--- src/rtl/mul_pkg.sv ---
// Shared definitions for the multiplier result stage.
// Holds the op encodings and the output buffer depth.
package mul_pkg;

  typedef enum logic [1:0] {
    OP_MUL    = 2'b00,
    OP_MULH   = 2'b01,
    OP_MULHSU = 2'b10,
    OP_MULHU  = 2'b11
  } mul_op_e;

  localparam int FIFO_DEPTH = 2;

endpackage

--- src/rtl/mul_res_fifo.sv ---
// Small result buffer with valid/ready on both sides; output registered, zero when empty.
// Latency 1 cycle push-to-valid; accepts when not full or when the head pops the same cycle.
module mul_res_fifo
  import mul_pkg::*;
#(
  parameter int W = 37
) (
  input  logic         clk,
  input  logic         rst_n,
  input  logic         flush,
  input  logic         in_valid,
  output logic         in_ready,
  input  logic [W-1:0] in_data,
  output logic         out_valid,
  input  logic         out_ready,
  output logic [W-1:0] out_data
);

  localparam int PTR_W = (FIFO_DEPTH > 1) ? $clog2(FIFO_DEPTH) : 1;
  localparam int CNT_W = $clog2(FIFO_DEPTH + 1);

  logic [W-1:0]     mem [FIFO_DEPTH];
  logic [PTR_W-1:0] wr_ptr;
  logic [PTR_W-1:0] rd_ptr;
  logic [CNT_W-1:0] count;
  logic             push;
  logic             pop;

  function automatic logic [PTR_W-1:0] ptr_inc(input logic [PTR_W-1:0] p);
    return (p == PTR_W'(FIFO_DEPTH - 1)) ? '0 : p + PTR_W'(1);
  endfunction

  assign out_valid = (count != '0);
  assign in_ready  = (count != CNT_W'(FIFO_DEPTH)) || out_ready;
  assign push      = in_valid && in_ready;
  assign pop       = out_valid && out_ready;
  assign out_data  = out_valid ? mem[rd_ptr] : '0;

  always_ff @(posedge clk or negedge rst_n) begin
    if (!rst_n) begin
      wr_ptr <= '0;
      rd_ptr <= '0;
      count  <= '0;
    end else if (flush) begin
      wr_ptr <= '0;
      rd_ptr <= '0;
      count  <= '0;
    end else begin
      if (push) wr_ptr <= ptr_inc(wr_ptr);
      if (pop)  rd_ptr <= ptr_inc(rd_ptr);
      case ({push, pop})
        2'b10:   count <= count + CNT_W'(1);
        2'b01:   count <= count - CNT_W'(1);
        default: count <= count;
      endcase
    end
  end

  // Storage needs no reset: count gates every read.
  always_ff @(posedge clk) begin
    if (push) mem[wr_ptr] <= in_data;
  end

endmodule

--- src/rtl/mul_result_stage.sv ---
// Sign-fixes the multiplier magnitude product and selects the low or high half (S1 regs, S2 result, 2-deep FIFO).
// Latency 2 cycles accept-to-out_valid; S1/S2 hold and in_ready drops when the FIFO is full and not popping.
module mul_result_stage
  import mul_pkg::*;
#(
  parameter int XLEN = 32
) (
  input  logic            clk,
  input  logic            rst_n,
  input  logic            flush,
  input  logic            in_valid,
  output logic            in_ready,
  input  logic [XLEN-1:0] high,
  input  logic [XLEN-1:0] low,
  input  logic            neg,
  input  logic [1:0]      op,
  input  logic [4:0]      rd_in,
  output logic            out_valid,
  input  logic            out_ready,
  output logic [XLEN-1:0] result,
  output logic [4:0]      rd_out
);

  localparam int EW = XLEN + 5;

  logic            s1_vld;
  logic [XLEN-1:0] s1_high;
  logic [XLEN-1:0] s1_low;
  logic            s1_neg;
  mul_op_e         s1_op;
  logic [4:0]      s1_rd;

  logic            s2_vld;
  logic [XLEN-1:0] s2_res;
  logic [4:0]      s2_rd;

  logic            fifo_rdy;
  logic            s2_adv;
  logic            s1_ld;
  logic [2*XLEN-1:0] mag;
  logic [2*XLEN-1:0] prod;
  logic            neg_eff;
  logic [XLEN-1:0] s1_res;
  logic [EW-1:0]   fifo_out;

  assign s2_adv   = !s2_vld || fifo_rdy;
  assign s1_ld    = !s1_vld || s2_adv;
  assign in_ready = rst_n && s1_ld;

  // Full-width negate so the borrow out of the low half reaches the high half.
  always_comb begin
    mag     = {s1_high, s1_low};
    neg_eff = s1_neg && (s1_op != OP_MULHU);
    prod    = neg_eff ? (~mag + (2*XLEN)'(1)) : mag;
    s1_res  = (s1_op == OP_MUL) ? prod[XLEN-1:0] : prod[2*XLEN-1:XLEN];
  end

  always_ff @(posedge clk or negedge rst_n) begin
    if (!rst_n) begin
      s1_vld  <= 1'b0;
      s1_high <= '0;
      s1_low  <= '0;
      s1_neg  <= 1'b0;
      s1_op   <= OP_MUL;
      s1_rd   <= '0;
      s2_vld  <= 1'b0;
      s2_res  <= '0;
      s2_rd   <= '0;
    end else if (flush) begin
      s1_vld <= 1'b0;
      s2_vld <= 1'b0;
    end else begin
      if (s2_adv) begin
        s2_vld <= s1_vld;
        if (s1_vld) begin
          s2_res <= s1_res;
          s2_rd  <= s1_rd;
        end
      end
      if (s1_ld) begin
        s1_vld <= in_valid;
        if (in_valid) begin
          s1_high <= high;
          s1_low  <= low;
          s1_neg  <= neg;
          s1_op   <= mul_op_e'(op);
          s1_rd   <= rd_in;
        end
      end
    end
  end

  mul_res_fifo #(
    .W(EW)
  ) u_fifo (
    .clk      (clk),
    .rst_n    (rst_n),
    .flush    (flush),
    .in_valid (s2_vld),
    .in_ready (fifo_rdy),
    .in_data  ({s2_res, s2_rd}),
    .out_valid(out_valid),
    .out_ready(out_ready),
    .out_data (fifo_out)
  );

  assign {result, rd_out} = fifo_out;

endmodule

--- config.mk ---
export PLATFORM = sky130hd
export DESIGN_NAME = mul_result_stage
export DESIGN_NICKNAME = d
export VERILOG_FILES = /design/src/rtl/mul_pkg.sv /design/src/rtl/mul_res_fifo.sv /design/src/rtl/mul_result_stage.sv
export SDC_FILE = /design/constraint.sdc
export NUM_CORES = 1
export LEC_CHECK = 0
export BUFFER_PORTS_ARGS = -buffer_cell sky130_fd_sc_hd__buf_4
export CAP_MARGIN = 20
export CORE_UTILIZATION = 35
export DETAILED_ROUTE_END_ITERATION = 7
export GPL_ROUTABILITY_DRIVEN = 0
export REMOVE_ABC_BUFFERS = 1
export SYNTH_ARGS = -nofsm -noshare
export SYNTH_HDL_FRONTEND = slang
export SYNTH_HIERARCHICAL = 1
export SYNTH_SLANG_ARGS = --single-unit
export TNS_END_PERCENT = 5
--- constraint.sdc ---
create_clock -name clk -period 6.2 [get_ports clk]
set_input_delay 1.24 -clock clk [delete_from_list [all_inputs] [get_ports clk]]
set_output_delay 1.24 -clock clk [all_outputs]
set_load 0.01 [all_outputs]
### Yosys cells after proc, flatten, opt, wreduce, memory -nomap -nowiden

Memories as Yosys holds them, arrays and structs flattened.
Cells that the tools add are included.

| operators by class | value |
|---|---|
| $add $sub $neg | 5 |
| mux-type cells | 17 |
| reduce and logical (&&, ||, !) cells | 18 |
| bitwise gates (word level) | 2 |
| equal/unequal tests | 4 |

Operator list:

| cell | number |
|---|---|
| $add A64 B1 Y64 const B | 1 |
| $mux W64 | 1 |
| $not A64 Y64 | 1 |
| $mux W37 | 1 |
| $mux W32 | 1 |
| $mux W1 | 12 |
| $reduce_bool A2 Y1 | 5 |
| $reduce_and A3 Y1 | 2 |
| $logic_and A1 B1 Y1 | 4 |
| $ne A2 B2 Y1 const B | 2 |
| $pmux W2 S2 | 1 |
| $logic_or A1 B1 Y1 | 3 |
| $reduce_bool A3 Y1 | 1 |
| $add A1 B1 Y1 const B | 2 |
| $add A2 B1 Y2 const B | 1 |
| $eq A2 B1 Y1 const B | 1 |
| $eq A2 B2 Y1 const B | 1 |
| $logic_not A1 Y1 | 2 |
| $logic_not A2 Y1 | 1 |
| $mux W2 | 1 |
| $sub A2 B1 Y2 const B | 1 |
| $not A1 Y1 | 1 |

| word-level totals | value |
|---|---|
| word-level logic and storage cells | 59 |
| bits in registers | 115 |
| output and inout bits | 39 |
| memories | 1 |
| memory bits (writable) | 74 |
| bits of input ports | 77 |

Memory list:

| memory | depth | width | read ports | clocked after memory_dff | wr ports | line | text |
|---|---|---|---|---|---|---|---|
| u_fifo.mem | 2 | 37 | 1 | 0 | 1 | mul_res_fifo.sv:22 | `logic [W-1:0] mem [FIFO_DEPTH];` |

### Longest topological paths before layout

Gate-level depths: netlist of run 1.

| logic depth | value |
|---|---|
| depth in word-level cells | 6 |
| mapped depth | 10 |
| gate-level depth less buffers | 8 |

### By module

Netlist of run 1, hierarchy kept.

By module, submodules not included:

| module | instances | seq. area each (um^2) | cells an instance | area an instance (um^2) |
|---|---|---|---|---|
| mul_result_stage | 1 | 2777.7 | 600 | 6117.1 |
| mul_res_fifo | 1 | 2322.2 | 183 | 3021.6 |

### Worst setup path after synthesis of run 1

Ideal clock, no wire load.

| path | value |
|---|---|
| kind | input port to flip-flop |
| start point | input out_ready |
| end point | memory u_fifo.mem[0][0] (enable) |
| path buffers | 0 |
| required time | 5769 ps |
| stages on the path | 3 |
| setup time | 431 ps |
| setup slack | 2783 ps |
| arrival | 2986 ps |
| cell sequence | or3b_4 nand2_2 nor2_1 |

| on the way | value |
|---|---|
| word-level cells in the longest chain between the ends | 4 |

RTL lines:

| what | line | text |
|---|---|---|
| from (decl) | mul_result_stage.sv:19 | `input logic out_ready,` |
| $logic_or A1 B1 Y1 | mul_res_fifo.sv:34 | `assign in_ready = (count != CNT_W'(FIFO_DEPTH)) \|\| out_ready;` |
| $logic_and A1 B1 Y1 | mul_res_fifo.sv:35 | `assign push = in_valid && in_ready;` |
| $mux W1 | mul_res_fifo.sv:61 | `if (push) mem[wr_ptr] <= in_data;` |
| $mux W1 (implied by the code) | mul_res_fifo.sv:61 |  |
| to (decl) | mul_res_fifo.sv:22 |  |

Every way passes these cells.

### Worst setup path after layout of run 1

| path | value |
|---|---|
| start point | input out_ready |
| end point | output in_ready |

| on the way | value |
|---|---|
| word-level cells in the longest chain between the ends | 4 |

RTL lines:

| what | line | text |
|---|---|---|
| $logic_or A1 B1 Y1 | mul_res_fifo.sv:34 |  |
| net fifo_rdy | mul_result_stage.sv:37 | `logic fifo_rdy;` |
| $logic_or A1 B1 Y1 | mul_result_stage.sv:46 | `assign s2_adv = !s2_vld \|\| fifo_rdy;` |
| $logic_or A1 B1 Y1 | mul_result_stage.sv:47 | `assign s1_ld = !s1_vld \|\| s2_adv;` |
| $logic_and A1 B1 Y1 | mul_result_stage.sv:48 | `assign in_ready = rst_n && s1_ld;` |
| to (decl) | mul_result_stage.sv:12 | `output logic in_ready,` |

The timed path passes the listed nets, and every way through them passes these cells.

==> results of run 1 <==
[cell usage in the layout, fill, tap and decap left out, drive strengths merged, types with 16 or more instances in the layout]
cell,netlist,layout
nand2,42,42
buf,14,130
inv,9,16
o21ai,24,24
mux2,73,73
nor2,87,87
dfrtp,115,115
nor4,20,20
a21oi,30,30
edfxtp,74,74
clkbuf,33,18
mux2i,42,42
xnor2,27,27
nor3,19,19
[area by class of cell]
type	instances	area [um2]	share of cell area (%)
clock inverter	14	148	1.35
sequential	189	5100	46.7
clock buffer	18	439	4.02
timing repair buffer	130	976	8.93
tap	330	413	3.78
multi-input combinational	538	3820	35.0
inverter	9	33.8	0.309
[cells by family after synthesis]
kind of cell    Yosys count  synth area share (%)
mux                     115                  13.6
flops                   189                  55.8
simple gates            247                  14.2
buf+inv                  56                  2.53
xor+xnor                 41                  3.93
compound gates          134                  9.73
fa+ha+maj                 1                 0.137
[worst max path at each step]
| stage | end | depth (start not counted) |
|---|---|---|
| after floorplan | s1_high[0] | 5 |
| after global placement | in_ready | 6 |
| after detailed placement | in_ready | 6 |
| after CTS | in_ready | 6 |
| after global routing | in_ready | 6 |
| final | in_ready | 6 |
[registers in the layout, indices dropped and copies added, names as in the netlist, 2 cells and up]
signal,flops
u_fifo/count,2
s2_rd,5
s1_op,2
s1_rd,5
u_fifo/mem,74
s2_res,32
s1_high,32
s1_low,32
[per-stage QoR]
step,util [%],instance area [um2],hold slack [ns],std cells
floorplan,-,8940,0.433,736
global placement,40.7,10300,0.441,1196
detailed placement,40.7,10300,0.456,1196
CTS,43.0,10900,0.473,1228
global route,43.0,10900,0.483,1228
finish,43.0,10900,0.470,1228
[power by group]
group | total [mW] | internal, mW | switching (mW)
Sequential | 1.70 | 1.51 | 0.189
Combinational | 0.582 | 0.282 | 0.300
Clock | 1.08 | 0.580 | 0.502
[layer usage]
layer / part of all wire, % / routed length (um) / GRT usage (%) / vias up
met3: 6.3 / 1410 / 3.22 / 19
met2: 46 / 10300 / 26.1 / 196
met5: 0 / 0 / 0 / -
met1: 47 / 10600 / 25.6 / 3221
met4: 1.2 / 279 / 5.35 / 0
li1: - / - / - / 3128
[critical path, delay by kind of cell]
family,cells,cell delay [ns]
buf+inv,2,0.27
simple gates,4,1.01
==> reports/metrics.cfg, run 1 <==
[outcome]
status=complete, no violations

[floorplanning]
initial_core_util_pct=36.0
fp.dieW_um=164
io_pins=116
die_area_um2=26800
coreArea_um2=25400
std_cell_rows=58
die_h_um=164

[layout]
drive_above_1_share_pct=28.8
fin_nets=963
fillCellCount=2411
area_delta_synth_final_pct=19.6
antenna_cells=0

[timing]
fmax_mhz=265
finalCriticalPeriod_ns=3.77
worst_pin_slew_ns=0.971
finalCritPeriodShare_pct=60.8
setup_tns_ns=0
slew_violations=0
final-hold-violation-count=0
rsz0062_at_grt=false
slew_headroom_pct=34.7
skew_ns=0.00887
finalWorstSetupSlack_ns=2.43
setup_viol=0

[clock_network]
path_clk_slew_ns=0.07
cts-resized-gates=0
clock_latency_ns=0.44
cts_root_buf=clkbuf_16
cts_setup_buffers=0
tritoncts=built
hold_buffers=0
cts_buffers=17
cts_buffer_depth=2
cts.sinks=189
h-tree-depth=4

[detailed_routing]
totalWireLength_um=22600
ant_nets=0
drc_errors=0
dr.pass1.iters=4
drt_iter0_drc=549
via_per_inst=5.35
vias=6564
post_drt_wl_per_cell_um=18.4

[critical_path]
start_kind=input pin
cp_slowest_stage_delay_ns=0.38
worst_ep_arrival_time_ns=2.53
worst-path-max-fanout=6
required_ns=4.96
path_common_cell=buf_4
rr_worst_depth=6
r2r-end=s2_res[13]
endpoint_kind=primary output
r2r_start=s1_low[4]
critical_path_class=input pin to primary output
rrSetupSlack_ns=3.13
path_cells=buf_4 > or3b_4 > nor2b_1 > nand2_1 > and2_1 > buf_4
worst_path_max_delay_cell=or3b_4
critical_path.startpoint=out_ready

[min_path]
min_to=u_fifo/mem[1][4]
hp-class=register to register
whs_path_depth=0
hp-start=s2_rd[4]

[logic_synthesis]
syn_avg_cell_area_um2=11.7
ys.flop_type=dfrtp_1
synthArstFlopShare_pct=60.8
synthTopCellsByArea=dfrtp_1 (31%), edfxtp_1 (24%), mux2_2 (8.9%)
syn_area_um2=9140
yosysWarnings=6
synth_seq_cells=189
yosysSeqAreaShare_pct=55.8
yosysTopAreaCell=dfrtp_1
synth.most_common_cell=dfrtp_1
synth_top_area_share_pct=31.5
netlist_instances=783
netlist-cell-type-count=69
synth-edff-count=74
synth_commonest_cells=dfrtp_1 (115), nor2_1 (87), edfxtp_1 (74), mux2_2 (72), mux2i_1 (42)

[power]
irDropWorstVdd_v=0.000136
p_per_area_nw_per_um2=308
leakage_nw=4.22
total_power_mw=3.36

[global_routing]
grt_usage_pct=17.5
overflow=0
antenna_found_initial=0
grt_pass1_vias=6153
grt_max_degree=70
grt_pass1_wl_um=35300

[placed_design]
portBuffers=115
pre_cts_slack_ns=2.43
hpwl_um=15700

[job]
drv_cap=0

(Power assumes the default switching activity.)
==> run 2: changes to the inputs <==
- clock period: 6.2 -> 3.3 ns (I/O delays scaled with it)
==> run 2 against run 1 <==
Cell area up 0.93%. Non-clock buffer count up 14. Die area unchanged. Critical endpoint unchanged. Largest power group unchanged.
==> reports/metrics.cfg, run 2 (synthesized netlist as in run 1, its figures left out) <==
[critical_path]
rrSetupSlack_ns=0.59  ; -2.54 ns
endpoint_kind=primary output
critPathTopFamily=simple AND/OR/NAND/NOR gates
required_ns=2.64  ; -2.32 ns
worst-path-max-fanout=8  ; +2
worst_path_max_delay_cell=dfrtp_1
r2r_start=s1_high[18]
crit_buf_inv=1  ; -1
path_cells=or3b_4 > nor2b_1 > nand2_1 > and2_1 > buf_4
rr_worst_depth=6  ; unchanged
critical_path_class=register to primary output
start_kind=register
cp_slowest_stage_delay_ns=0.46  ; +0.08 ns
r2r-end=s2_res[29]
worst_ep_arrival_time_ns=2.08  ; -0.45 ns

[placed_design]
portBuffers=115  ; unchanged
pre_cts_slack_ns=0.448  ; -1.98 ns
hpwl_um=16600  ; +5.3%
dpl-instance-area_um2=10500  ; +1.4%

[power]
comb_power_share_pct=17.9  ; +0.6 points
p_clk_share_pct=31.1  ; -1.1 points
irDropWorstVdd_v=0.000330  ; +140%
sequentialPowerShare_pct=51.0  ; +0.5 points
internal_power_mw=4.45  ; +88%
p_per_area_nw_per_um2=569  ; +85%
switching_power_mw=1.83  ; +84%
sw_frac_of_total_pct=29.1  ; -0.37 points
leakage_nw=4.27  ; +1.3%

[floorplanning]
std_cell_rows=58  ; unchanged
die_h_um=164  ; unchanged
initial_core_util_pct=36.0  ; unchanged
io_pins=116  ; unchanged
die_area_um2=26800  ; unchanged
coreArea_um2=25400  ; unchanged
fp.dieW_um=164  ; unchanged

[layout]
fin_nets=977  ; +1.5%
multi_input_area_um2=3820  ; about the same
seq_area_um2=5100  ; unchanged
final_util_pct=43.4  ; +0.40 points
drive_above_1_share_pct=29.4  ; +0.54 points
design_area_um2=11000  ; +0.93%
antenna_cells=0  ; unchanged
fillCellCount=2414  ; +0.12%
largest_register_ffs=74  ; unchanged
area_delta_synth_final_pct=20.8
final_cell_mix=buf_4 (141), dfrtp_1 (114), nor2_1 (85)
layout_commonest_cell=buf_4
regMostFlops=u_fifo/mem

[global_routing]
antenna_found_initial=0  ; unchanged
grt_pass1_wl_um=35700  ; +0.90%
grt_max_degree=47  ; -33%
grt_usage_pct=17.8  ; +0.33 points
grt_pass1_vias=6265  ; +1.8%
overflow=0  ; unchanged

[timing]
fmax_mhz=365
skew_ns=0.0146  ; +0.00573 ns
finalWorstSetupSlack_ns=0.560  ; -1.87 ns
finalCriticalPeriod_ns=2.74
finalCritPeriodShare_pct=83.0
worst_pin_slew_ns=0.910  ; -0.0610 ns
setup_tns_ns=0  ; unchanged
final-hold-violation-count=0  ; unchanged
rsz0062_at_grt=false
slew_headroom_pct=39.1  ; +4.3 points
slew_violations=0  ; unchanged
setup_viol=0  ; unchanged

[min_path]
hp-class=input pin to async pin

[clock_network]
cts_root_buf=clkbuf_16
cts_setup_buffers=0  ; unchanged
cts-resized-gates=0  ; unchanged
hold_buffers=0  ; unchanged
tritoncts=built
cts_buffers=17  ; unchanged
path_clk_slew_ns=0.06  ; about the same
cts_buffer_depth=2  ; unchanged
cts.sinks=189  ; unchanged
h-tree-depth=4  ; unchanged
clock_latency_ns=0.43  ; about the same

[detailed_routing]
post_drt_wl_per_cell_um=18.7  ; +1.8%
drc_errors=0  ; unchanged
dr.pass1.iters=6  ; +2
totalWireLength_um=23200  ; +2.9%
via_per_inst=5.34  ; about the same
drt_iter0_drc=598  ; +8.9%
vias=6638  ; +1.1%
ant_nets=0  ; unchanged

[job]
drv_cap=0  ; unchanged

[outcome]
status=complete, no violations

[run 2: cell count changes in the layout (fill, tap and decap cells not counted), sizes merged]
cell      before  now
buf          130  144
clkbuf        18   22
clkinv         6    4
clkinvlp       0    3
inv           16   11
[run 2: worst register-to-register path, cell delays in order, from the launching register on]
cell      delay (ns)
dfrtp_1         0.42
nor3_1          0.45
nand4b_1        0.33
or4_1           0.75
nor4_4          0.22
nor4_1          0.09
a311o_1         0.33
[run 2: final cells by class]
cell class | instances | share of cell area (%)
flip-flops and latches | 189 | 46.2
multi-input cells | 538 | 34.6
repair buffers | 144 | 10.1
clock buffers | 22 | 4.12
well taps | 330 | 3.74
clock inverters | 10 | 0.850
inverters | 9 | 0.306
[run 2: how the worst max path moves through the flow]
stage / endpoint / from / slack (ns) / cells past startpoint
floorplan: s1_high[0] / out_ready / -0.34 / 5
global placement: s2_res[12] / out_ready / 0.49 / 8
detailed placement: s2_res[29] / out_ready / 0.45 / 8
CTS: in_ready / u_fifo/count[1] / 0.54 / 5
global route: s2_res[13] / s1_low[18] / 0.36 / 6
finish: in_ready / u_fifo/count[1] / 0.56 / 5
[run 2: through the flow]
step	total power [mW]	instances	hold WS [ns]
final	6.28	1242	0.141
after global routing	6.58	1242	0.145
after CTS	6.32	1242	0.132
after detailed placement	4.36	1210	0.454
after global placement	4.33	1210	0.442
after floorplan	3.85	736	0.364
[run 2: metal layers]
metal / vias up / track usage, % / part of all wire, %
met5: - / 0 / 0
met4: 0 / 6.06 / 1.8
met3: 28 / 3.50 / 6.9
met2: 233 / 26.7 / 44
met1: 3244 / 25.6 / 47
li1: 3133 / - / -
[run 2: power groups by stage]
stage | clock [mW] | sequential (mW) | combinational (mW)
after floorplan | 0 | 3.10 | 0.755
after global routing | 2.10 | 3.24 | 1.24
after global placement | 0 | 3.22 | 1.10
after detailed placement | 0 | 3.24 | 1.12
after CTS | 1.99 | 3.20 | 1.13
final | 1.95 | 3.20 | 1.12
==> run 3: changes to the inputs <==
- clock period: 3.3 -> 2.7 ns (I/O delays scaled with it)
==> run 3 against run 2 <==
Sequential power increased by 21%. Clock skew decreased by 0.0055 ns. Total power increased by 27%. Largest cell class unchanged. Clock-buffer cell count down 5. Combinational power grew 32%. Wire length increased by 0.69%. Highest routed layer unchanged. Clock power up 33%. Critical path type is now register to register. Critical endpoint is now s2_res[29]. Utilization is 1.5 points higher. First-iteration DRC count is 3.7% higher. Register-to-register slack got worse by 0.51 ns. Largest power group unchanged. Non-clock buffer count is 29 higher. Global-route usage increased by 0.24 points.
==> reports/metrics.cfg, run 3 (synthesized netlist as in run 1, its figures left out) <==
[detailed_routing]
via_per_inst=5.29  ; -0.96%
vias=6728  ; +1.4%
totalWireLength_um=23400  ; +0.69%
drt_iter0_drc=620  ; +3.7%
post_drt_wl_per_cell_um=18.4  ; -1.6%
drc_errors=0  ; unchanged
ant_nets=0  ; unchanged
dr.pass1.iters=8  ; +2

[critical_path]
endpoint_kind=register
cp_slowest_stage_delay_ns=0.66  ; +0.20 ns
r2r-end=s2_res[29]
required_ns=3.02  ; +0.38 ns
crit_buf_inv=0  ; -1
rrSetupSlack_ns=0.08  ; -0.51 ns
rr_worst_depth=6  ; unchanged
worst_ep_arrival_time_ns=2.94  ; +0.86 ns
path_cells=or4_4 > or2_1 > or4_1 > nor4_4 > nor4_1 > a311o_1
critPathTopFamily=simple AND/OR/NAND/NOR gates
critical_path_class=register to register
r2r_start=s1_high[12]
worst_path_max_delay_cell=or4_1
start_kind=register
worst-path-max-fanout=6  ; -2

[power]
leakage_nw=4.48  ; +4.8%
irDropWorstVdd_v=0.000420  ; +27%
comb_power_share_pct=18.7  ; +0.8 points
sw_frac_of_total_pct=31.0  ; +1.8 points
internal_power_mw=5.49  ; +23%
sequentialPowerShare_pct=48.7  ; -2.3 points
p_clk_share_pct=32.6  ; +1.5 points
p_per_area_nw_per_um2=696  ; +22%
total_power_mw=7.95  ; +27%
switching_power_mw=2.46  ; +35%

[floorplanning]
initial_core_util_pct=36.0  ; unchanged
fp.dieW_um=164  ; unchanged
io_pins=116  ; unchanged
std_cell_rows=58  ; unchanged
coreArea_um2=25400  ; unchanged
die_area_um2=26800  ; unchanged
die_h_um=164  ; unchanged

[timing]
setup_viol=0  ; unchanged
finalCriticalPeriod_ns=2.62
finalCritPeriodShare_pct=97.1
final-hold-violation-count=0  ; unchanged
setup_tns_ns=0  ; unchanged
worst_pin_slew_ns=0.636  ; -0.274 ns
rsz0062_at_grt=false
skew_ns=0.00907  ; -0.00553 ns
finalWorstSetupSlack_ns=0.0773  ; -0.483 ns
slew_violations=0  ; unchanged
fmax_mhz=381
slew_headroom_pct=57.6  ; +19 points

[placed_design]
hpwl_um=17000  ; +2.4%
pre_cts_slack_ns=0.126  ; -0.323 ns
placedCellCount=1239  ; +2.4%
dpl-instance-area_um2=10800  ; +2.7%
portBuffers=115  ; unchanged

[clock_network]
cts_buffer_depth=2  ; unchanged
tritoncts=built
clock_latency_ns=0.43  ; about the same
cts_root_buf=clkbuf_16
path_clk_slew_ns=0.08  ; +0.02 ns
h-tree-depth=4  ; unchanged
cts.sinks=189  ; unchanged
cts_buffers=17  ; unchanged
cts_setup_buffers=0  ; unchanged

[global_routing]
grt_pass1_vias=6386  ; +1.9%
grt_pass1_wl_um=36600  ; +2.7%
grt_max_degree=116  ; +150%
overflow=0  ; unchanged
antenna_found_initial=0  ; unchanged
grt_usage_pct=18.1  ; +0.24 points

[layout]
fin_nets=1006  ; +3.0%
stdcell_count=1271  ; +2.3%
antenna_cells=0  ; unchanged
final_cell_mix=buf_4 (165), dfrtp_1 (113), nor2_1 (85)
layout_commonest_cell=buf_4
area_delta_synth_final_pct=24.8
largest_register_ffs=74  ; unchanged
fillCellCount=2426  ; +0.50%
drive_above_1_share_pct=32.2  ; +2.8 points
regMostFlops=u_fifo/mem
design_area_um2=11400  ; +3.4%

[min_path]
hp-class=input pin to async pin

[job]
drv_cap=0  ; unchanged

[outcome]
status=complete, no violations

## run 3: changes by cell type in the layout (fill, tap and decap cells not counted), sizes merged
cell / delta
buf: +29
clkbuf: -5
inv: +5
clkinv: +4
clkinvlp: -3
bufinv: -1
## run 3: cell type report
cell class / instances / area [um2] / area share [%]
Clock inverter: 15 / 211 / 1.85
Sequential cell: 189 / 5100 / 44.7
Clock buffer: 17 / 425 / 3.73
Timing Repair Buffer: 173 / 1400 / 12.3
Tap cell: 330 / 413 / 3.62
Multi-Input combinational cell: 538 / 3820 / 33.5
Inverter: 9 / 33.8 / 0.296
## run 3: repair_timing
action | 4_1_cts | 5_1_grt
hold buffers | 0 | 0
setup endpoints to repair | 1 | 1
resized for setup | 1 | 1
## run 3: how the worst max path moves through the flow
stage | startpoint | endpoint | slack [ns] | cells after the start
2_1_floorplan | out_ready | s1_high[0] | -0.82 | 5
3_3_place_gp | out_ready | s1_high[12] | 0.19 | 9
3_5_place_dp | s1_high[11] | s2_res[29] | 0.13 | 6
4_1_cts | u_fifo/count[1] | in_ready | 0.08 | 6
5_1_grt | u_fifo/count[0] | in_ready | 0.001 | 6
6_report | s1_high[12] | s2_res[29] | 0.08 | 6
## run 3: through the flow
| stage | hold slack [ns] | utilization [%] |
|---|---|---|
| 2_1_floorplan | 0.244 | - |
| 3_3_place_gp | 0.443 | 42.3 |
| 3_5_place_dp | 0.454 | 42.4 |
| 4_1_cts | 0.232 | 44.9 |
| 5_1_grt | 0.245 | 44.9 |
| 6_report | 0.189 | 44.9 |
## run 3: power groups by stage
stage | combinational (mW) | clock [mW] | sequential [mW]
2_1_floorplan | 0.923 | 0 | 3.79
3_3_place_gp | 1.46 | 0 | 3.91
3_5_place_dp | 1.48 | 0 | 3.93
4_1_cts | 1.48 | 2.66 | 3.87
5_1_grt | 1.63 | 2.76 | 3.93
6_report | 1.48 | 2.59 | 3.87
## run 3: routing by layer
metal | track usage (%) | vias to the layer above | routed length, um
li1 | - | 3204 | -
met1 | 26.8 | 3269 | 11200
met2 | 26.8 | 232 | 10400
met3 | 2.92 | 23 | 1430
met4 | 5.56 | 0 | 367
met5 | 0 | - | 0
